==> src/rtl/pd_pkg.sv <==
// Shared types and constants for the pattern-detector memory interface.
package pd_pkg;

    typedef enum logic [1:0] {
        PW_IDLE  = 2'd0,
        PW_WRITE = 2'd1,
        PW_LEN   = 2'd2,
        PW_DONE  = 2'd3
    } pw_state_t;

    localparam int          PD_ADDR_W   = 10;
    localparam int          PD_DATA_W   = 10;
    localparam logic [9:0]  PD_LEN_ADDR = 10'd1023;
    localparam int          PD_PAT_LEN  = 8;
    localparam logic [7:0]  PD_PATTERN  = 8'b11001010;

endpackage

==> src/rtl/pd_dff.sv <==
// Parameterised register with asynchronous active-low reset to a chosen value.
module pd_dff #(
    parameter int             W       = 1,
    parameter logic [W-1:0]   RST_VAL = '0
) (
    input  logic         clk,
    input  logic         rst_n,
    input  logic [W-1:0] d,
    output logic [W-1:0] q
);

    always_ff @(posedge clk or negedge rst_n) begin
        if (!rst_n) q <= RST_VAL;
        else        q <= d;
    end

endmodule

==> src/rtl/pd_match_counter.sv <==
// Counts (overlapping) occurrences of PATTERN in the accepted bit stream, saturating.
import pd_pkg::*;

module pd_match_counter #(
    parameter int                 ADDR_W  = PD_ADDR_W,
    parameter int                 PAT_LEN = PD_PAT_LEN,
    parameter logic [PAT_LEN-1:0] PATTERN = PD_PATTERN
) (
    input  logic              clk,
    input  logic              rst_n,
    input  logic              clear,
    input  logic              shift_en,
    input  logic              bit_in,
    output logic [ADDR_W-1:0] cnt
);

    logic [PAT_LEN-1:0] sr;
    logic [PAT_LEN-1:0] sr_next;

    // Oldest bit ends up in the MSB, matching PATTERN's ordering.
    assign sr_next = {sr[PAT_LEN-2:0], bit_in};

    always_ff @(posedge clk or negedge rst_n) begin
        if (!rst_n) begin
            sr  <= '0;
            cnt <= '0;
        end else if (clear) begin
            sr  <= '0;
            cnt <= '0;
        end else if (shift_en) begin
            sr <= sr_next;
            if (sr_next == PATTERN && cnt != '1)
                cnt <= cnt + 1'b1;
        end
    end

endmodule

==> src/rtl/pd_stream_writer.sv <==
// Writes a serial bit stream into memory words 0.., then the length word at the top address.
// Optional expected-match counter enabled by defining PW_EXPCNT_EN.
import pd_pkg::*;

module pd_stream_writer #(
    parameter int DATA_W = PD_DATA_W,
    parameter int ADDR_W = PD_ADDR_W
) (
    input  logic              clk,
    input  logic              rst_n,
    input  logic              start,
    input  logic              bit_valid,
    input  logic              bit_in,
    input  logic              bit_last,
    output logic              bit_ready,
    output logic              wen,
    output logic [ADDR_W-1:0] addr,
    output logic [DATA_W-1:0] wdata,
    output logic              done,
    output logic [ADDR_W-1:0] exp_cnt
);

    localparam logic [ADDR_W-1:0] LEN_ADDR  = '1;
    localparam logic [ADDR_W-1:0] LAST_DATA = LEN_ADDR - 1'b1;

    logic [1:0]        state_raw;
    pw_state_t         state_q;
    pw_state_t         state_d;
    logic [ADDR_W-1:0] wptr_q;
    logic [ADDR_W-1:0] wptr_d;
    logic [ADDR_W-1:0] len_q;
    logic              xfer;
    logic              end_stream;

    assign state_q   = pw_state_t'(state_raw);
    assign bit_ready = (state_q == PW_WRITE);
    assign xfer      = bit_valid && bit_ready;

    pd_dff #(.W(2), .RST_VAL(PW_IDLE)) u_state (
        .clk   (clk),
        .rst_n (rst_n),
        .d     (state_d),
        .q     (state_raw)
    );

    pd_dff #(.W(ADDR_W), .RST_VAL('0)) u_wptr (
        .clk   (clk),
        .rst_n (rst_n),
        .d     (wptr_d),
        .q     (wptr_q)
    );

    always_comb begin
        state_d    = state_q;
        wptr_d     = wptr_q;
        end_stream = 1'b0;
        case (state_q)
            PW_IDLE, PW_DONE: begin
                if (start) begin
                    state_d = PW_WRITE;
                    wptr_d  = '0;
                end
            end
            PW_WRITE: begin
                if (xfer) begin
                    wptr_d = wptr_q + 1'b1;
                    // Word LAST_DATA is the final data slot; the one above holds the length.
                    if (bit_last || wptr_q == LAST_DATA) begin
                        state_d    = PW_LEN;
                        end_stream = 1'b1;
                    end
                end
            end
            PW_LEN:  state_d = PW_DONE;
            default: state_d = PW_IDLE;
        endcase
    end

    always_ff @(posedge clk or negedge rst_n) begin
        if (!rst_n) begin
            wen   <= 1'b0;
            addr  <= '0;
            wdata <= '0;
            done  <= 1'b0;
            len_q <= '0;
        end else begin
            wen  <= 1'b0;
            done <= (state_q == PW_DONE) && !start;
            if (xfer) begin
                wen   <= 1'b1;
                addr  <= wptr_q;
                wdata <= {{(DATA_W-1){1'b0}}, bit_in};
            end else if (state_q == PW_LEN) begin
                wen   <= 1'b1;
                addr  <= LEN_ADDR;
                wdata <= DATA_W'(len_q);
            end
            if (end_stream)
                len_q <= wptr_q;
        end
    end

`ifdef PW_EXPCNT_EN
    logic restart;
    assign restart = start && (state_q == PW_IDLE || state_q == PW_DONE);

    pd_match_counter #(.ADDR_W(ADDR_W)) u_match (
        .clk      (clk),
        .rst_n    (rst_n),
        .clear    (restart),
        .shift_en (xfer),
        .bit_in   (bit_in),
        .cnt      (exp_cnt)
    );
`else
    assign exp_cnt = '0;
`endif

endmodule

==> config.mk <==
export PLATFORM = sky130hd
export DESIGN_NAME = pd_stream_writer
export DESIGN_NICKNAME = d
export VERILOG_FILES = /design/src/rtl/pd_pkg.sv /design/src/rtl/pd_dff.sv /design/src/rtl/pd_match_counter.sv /design/src/rtl/pd_stream_writer.sv
export SDC_FILE = /design/constraint.sdc
export NUM_CORES = 1
export LEC_CHECK = 0
export ABC_AREA = 1
export CAP_MARGIN = 20
export CORE_UTILIZATION = 56
export CTS_CLUSTER_SIZE = 10
export DETAILED_ROUTE_END_ITERATION = 10
export HOLD_SLACK_MARGIN = 0.12
export PLACE_DENSITY = 0.85
export SLEW_MARGIN = 0
export SYNTH_ARGS = -nofsm -noshare
export SYNTH_HDL_FRONTEND = slang
export SYNTH_SLANG_ARGS = --single-unit
==> constraint.sdc <==
create_clock -name clk -period 3 [get_ports clk]
set_input_delay 0.45 -clock clk [delete_from_list [all_inputs] [get_ports clk]]
set_output_delay 0.45 -clock clk [all_outputs]
set_load 0.01 [all_outputs]
== Yosys cells after proc, flatten, opt, wreduce, memory -nomap -nowiden ==
Index checks and enable logic that the tools add are counted.
Storage, ports and cells
  output and inout port bits: 33
  register bits after elaboration: 44
Cells by class
  reductions and logical operators: 10
  add/sub/neg operators: 1
  equal/unequal tests: 7
  multiplexer cells: 16
Operator list (number)
  two-way mux 10 bit: 6
  case mux 10 bit (2 select lines): 1
  adder 10 x 1 -> 10 bit, second input constant: 1
  equality test 10 bit, second input constant: 1
  two-way mux 2 bit: 3
  case mux 2 bit (3 select lines): 1
  AND reduction 3 bit: 2
  two-way mux 1 bit: 5
  equality test 2 bit, second input constant: 2
  inequality test 2 x 1 -> 1 bit, second input constant: 2
  nonzero test 2 bit: 2
  equality test 2 x 1 -> 1 bit, second input constant: 1
  logical AND 1 bit: 2
  logical NOT 2 bit: 1
  inequality test 2 bit, second input constant: 1
  OR reduction 2 bit: 1
  logical NOT 1 bit: 1
  logical OR 1 bit: 1

== Logic depth before layout (Yosys ltp) ==
  depth in word-level cells: 5
  gate-level depth with buffers: 10
  gate-level depth less buffers: 9

== Cells and area by module ==
A second synthesis with hierarchy kept.
Second synthesis, totals
  cell total of the unflattened synthesis: 239
  area, all modules: 2090.8 µm²
Modules (own cells, without submodules)
  pd_stream_writer: seq. area each 800.8 µm², area each 1790.5 µm², times used 1, cells an instance 227
  pd_dff (u_wptr): seq. area each 250.2 µm², area each 250.2 µm², times used 1, cells an instance 10
  pd_dff (u_state): seq. area each 50.0 µm², area each 50.0 µm², times used 1, cells an instance 2

== Least setup slack after synthesis ==
Ideal clock, no wire load.
  path kind: register to register
  start point: reg u_state.q[0]
  end point: reg addr[3]
  data arrival time: 1.467 ns
  stages on the path, launching flop included: 8
  period minus slack after synthesis: 1.588 ns
  slack: 1.412 ns
  buffers on the path: 2
  setup time: 0.121 ns
  path through: dfrtp_1 > ha_1 > buf_6 > nand2_4 > inv_2 > or2_1 > buf_6 > o22a_1
Between the ends
  cells in the longest elaborated chain, start to end: 3
  elaborated cells between the ends (all ways): 5
Ends and longest elaborated chain
  start, declared: line pd_dff.sv:9  | output logic [W-1:0] q
  start signal, assigned: line pd_dff.sv:13  | if (!rst_n) q <= RST_VAL;
  start signal, assigned: line pd_dff.sv:14  | else q <= d;
  equality test 2 x 1 -> 1 bit (*): line pd_stream_writer.sv:36  | assign bit_ready = (state_q == PW_WRITE);
  net bit_ready: line pd_stream_writer.sv:15  | output logic bit_ready,
  logical AND 1 bit (*): line pd_stream_writer.sv:37  | assign xfer = bit_valid && bit_ready;
  two-way mux 10 bit / nonzero test 2 bit (equally long branches)
  end signal, assigned: line pd_stream_writer.sv:91  | addr <= wptr_q;
  end, declared: line pd_stream_writer.sv:17  | output logic [ADDR_W-1:0] addr,
Mark *: on every way through the listed nets, which the timed path passes. The rest lies on a longest branch.
A chain may end at the register's enable or synchronous reset.

== Worst setup path after layout ==
  start point: reg u_state.q[1]
  end point: out bit_ready
Between the ends
  cells in the longest elaborated chain, start to end: 1
Ends and longest elaborated chain (line)
  equality test 2 x 1 -> 1 bit: pd_stream_writer.sv:36
  end, declared: pd_stream_writer.sv:15
No other way between the ends.

==> impl_metrics.yaml <==
clocking:
  cts_inserted_buffers: 5
  cts_tree: "yes"
  cts_buffer_depth: 2
  clkTransAtPathRegs_ps: 80
  htreeDepth: 2
  post_cts_buffers: 0
  clkSinkCount: 44
  cts_hold_repair.buffers: 0
  post_cts_resized: 0
  worstSkewPairLatency_ps: 300
  root_buffer: "clkbuf_8"
final_layout:
  diodes: 0
  final_common_cell: "nand2_1"
  synthToLayoutAreaGrowth_pct: 15.74
  seq_area_sq_mm: 0.001101
  drive_gt1_share_pct: 10.23
  final_cell_mix: "65 x nand2_1, 44 x dfrtp_1, 27 x clkdlybuf4s50_1"
  multi_input_area_sq_um: 840.8
  final_nets: 275
  nFillCells: 277
power:
  ir_drop_mv: 0.5073
  p_per_area_mw_per_mm2: 838.4
  static-leakage-power_uw: 0.001178
routing:
  ant_nets: 0
  vias_per_cell: 5.187
  wl_per_cell_um: 12.77
  drt_pass1_iterations: 4
  wirelength_um: 3959
  drc: 0
  drt_iter0_markers: 77
  vias: 1608
sta:
  setup_tns_ps: 0
  finalHoldViolCount: 0
  setup_viol: 0
  finalCritPeriodShare_pct: 78.55
  slew_violations: 0
  worstMarginPinSlew_ps: 933.2
  fmax_ghz: 0.4244
  fin_hold_ws_ps: 282.4
  slew_headroom_pct: 37.79
  rsz0062_at_grt: "no"
  final.setup_skew_ps: 8.224
  period_needed_ps: 2356
die:
  die_area_sq_mm: 0.004026
  die_y_um: 63.45
  num_rows: 21
  initial_core_util_pct: 60.97
  core_area_sq_mm: 0.003468
  num_io_pins: 39
  die_w_um: 63.45
yosys:
  netlist_area_sq_mm: 0.002115
  ys_types: 25
  synth-simple-area-share_pct: 25.09
  synth.area.mux_share_pct: 0
  synthAdderAreaFrac_pct: 3.550
  synth_compound_area_share_pct: 8.521
  synth-edff-count: 0
  yosysWarnings: 0
  netlist_instances: 236
  synth_top_family_by_area: "simple AND/OR/NAND/NOR gates"
  synth_xor_xnor_area_share_pct: 0.8284
  synthArstFlopShare_pct: 100.0
  seq_area_frac_synth_pct: 52.07
  synth_flop_cell: "dfrtp_1"
  synth_seq_cells: 44
  syn_area_per_cell_sq_um: 8.960
worst_setup_path:
  path_class: "reg -> out"
  critPathLaunch: "u_state.q[1]"
  path_max_fanout: 11
  end_kind: "output pin"
  reg2reg_slack_ps: 720
  reg2reg_from: "u_state.q[1]"
  critPathArrivalTime_ps: 1910
  cp_data_required_time_ps: 2550
  start_kind: "flip-flop"
hold_path:
  hp-class: "in -> async"
global_routing:
  antenna_found_initial: 0
  grt_pass1_vias: 1461
  grt_usage_pct: 22.22
  grt_pass1_wl_um: 6748
  grt_max_degree: 45
  grt-ovfl-total: 0
placed_design:
  gp_congestion: 0.8593
  io_buffer_count: 28
  place_hpwl_um: 2887
run:
  cap_violations: 0
run_status:
  status: "finished, final reports clean"
[critical path, cell delays in order (launching register included)]
cell and delay, ps:
dfrtp_1 420, inv_1 90, ha_1 450, clkdlybuf4s50_1 640
[layer usage]
metal / wire, um / part of all wire, % / GRT usage, %
met1: 1813 / 46 / 29.59
met2: 1836 / 46 / 34.18
met3: 199 / 5.0 / 4.529
met4: 110 / 2.8 / 11.65
met5: 0 / 0 / 0
[where the power goes]
group          total, uW  internal [uW]  switching, uW
combinational        853            336            517
clock                390            186            204
sequential           809            720           88.9
total               2050           1240            810
[kinds of logic after synthesis]
family                     after synthesis
and+or+nand+nor                        120
buffers and inverters                   37
adders and majority gates                6
AOI/OAI and AO/OA                       26
DFF                                     44
other                                    1
xor gates and xnor gates                 2
[per-stage QoR]
stage	total power, uW	util [%]	worst slack (ps)	cells	area, sq um
floorplan	1408	-	1412	245	2148
global placement	1645	67.75	833.8	302	2350
detailed placement	1669	67.75	740.9	302	2350
CTS	2061	70.56	642.3	310	2447
global route	2193	70.56	567.3	310	2447
finish	2052	70.56	643.6	310	2447
[cells in the mapped netlist (2+ instances only)]
cell type	count	area (sq um)
a21oi_1	10	50.05
buf_4	10	75.07
buf_6	4	45.04
clkbuf_1	3	11.26
dfrtp_1	44	1101
ha_1	6	75.07
inv_1	18	67.56
inv_2	2	7.510
nand2_1	65	244.0
nand2_2	3	18.77
nand2_4	3	33.78
nand3_1	23	115.1
nand4_1	5	31.28
nor2_1	18	67.56
o21ai_0	4	20.02
o21ai_2	8	70.07
o22a_1	2	17.52
[final cells by class]
type                    count  area share, %
repair buffers             28          11.25
flip-flops and latches     44          44.99
inverters                  20          3.067
well taps                  46          2.352
clock inverters             2         0.6135
multi-input cells         164          34.36
clock buffers               6          3.374
[flip-flops by register name (all words and copies together), names as in the netlist]
name and flops:
wen 1, u_state.q 2, u_wptr.q 10, len_q 10, done 1, wdata 10, addr 10
[final timing paths]
path / endpoint / cells past startpoint
min: wdata[3] / 1
max reg2reg: wdata[0] / 8
max in group asynchronous: u_wptr.q[6] / 1
max: bit_ready / 3
min reg2reg: wdata[6] / 2
min in group clk: wdata[6] / 2
Note: power is estimated with default switching activity, not from simulation.
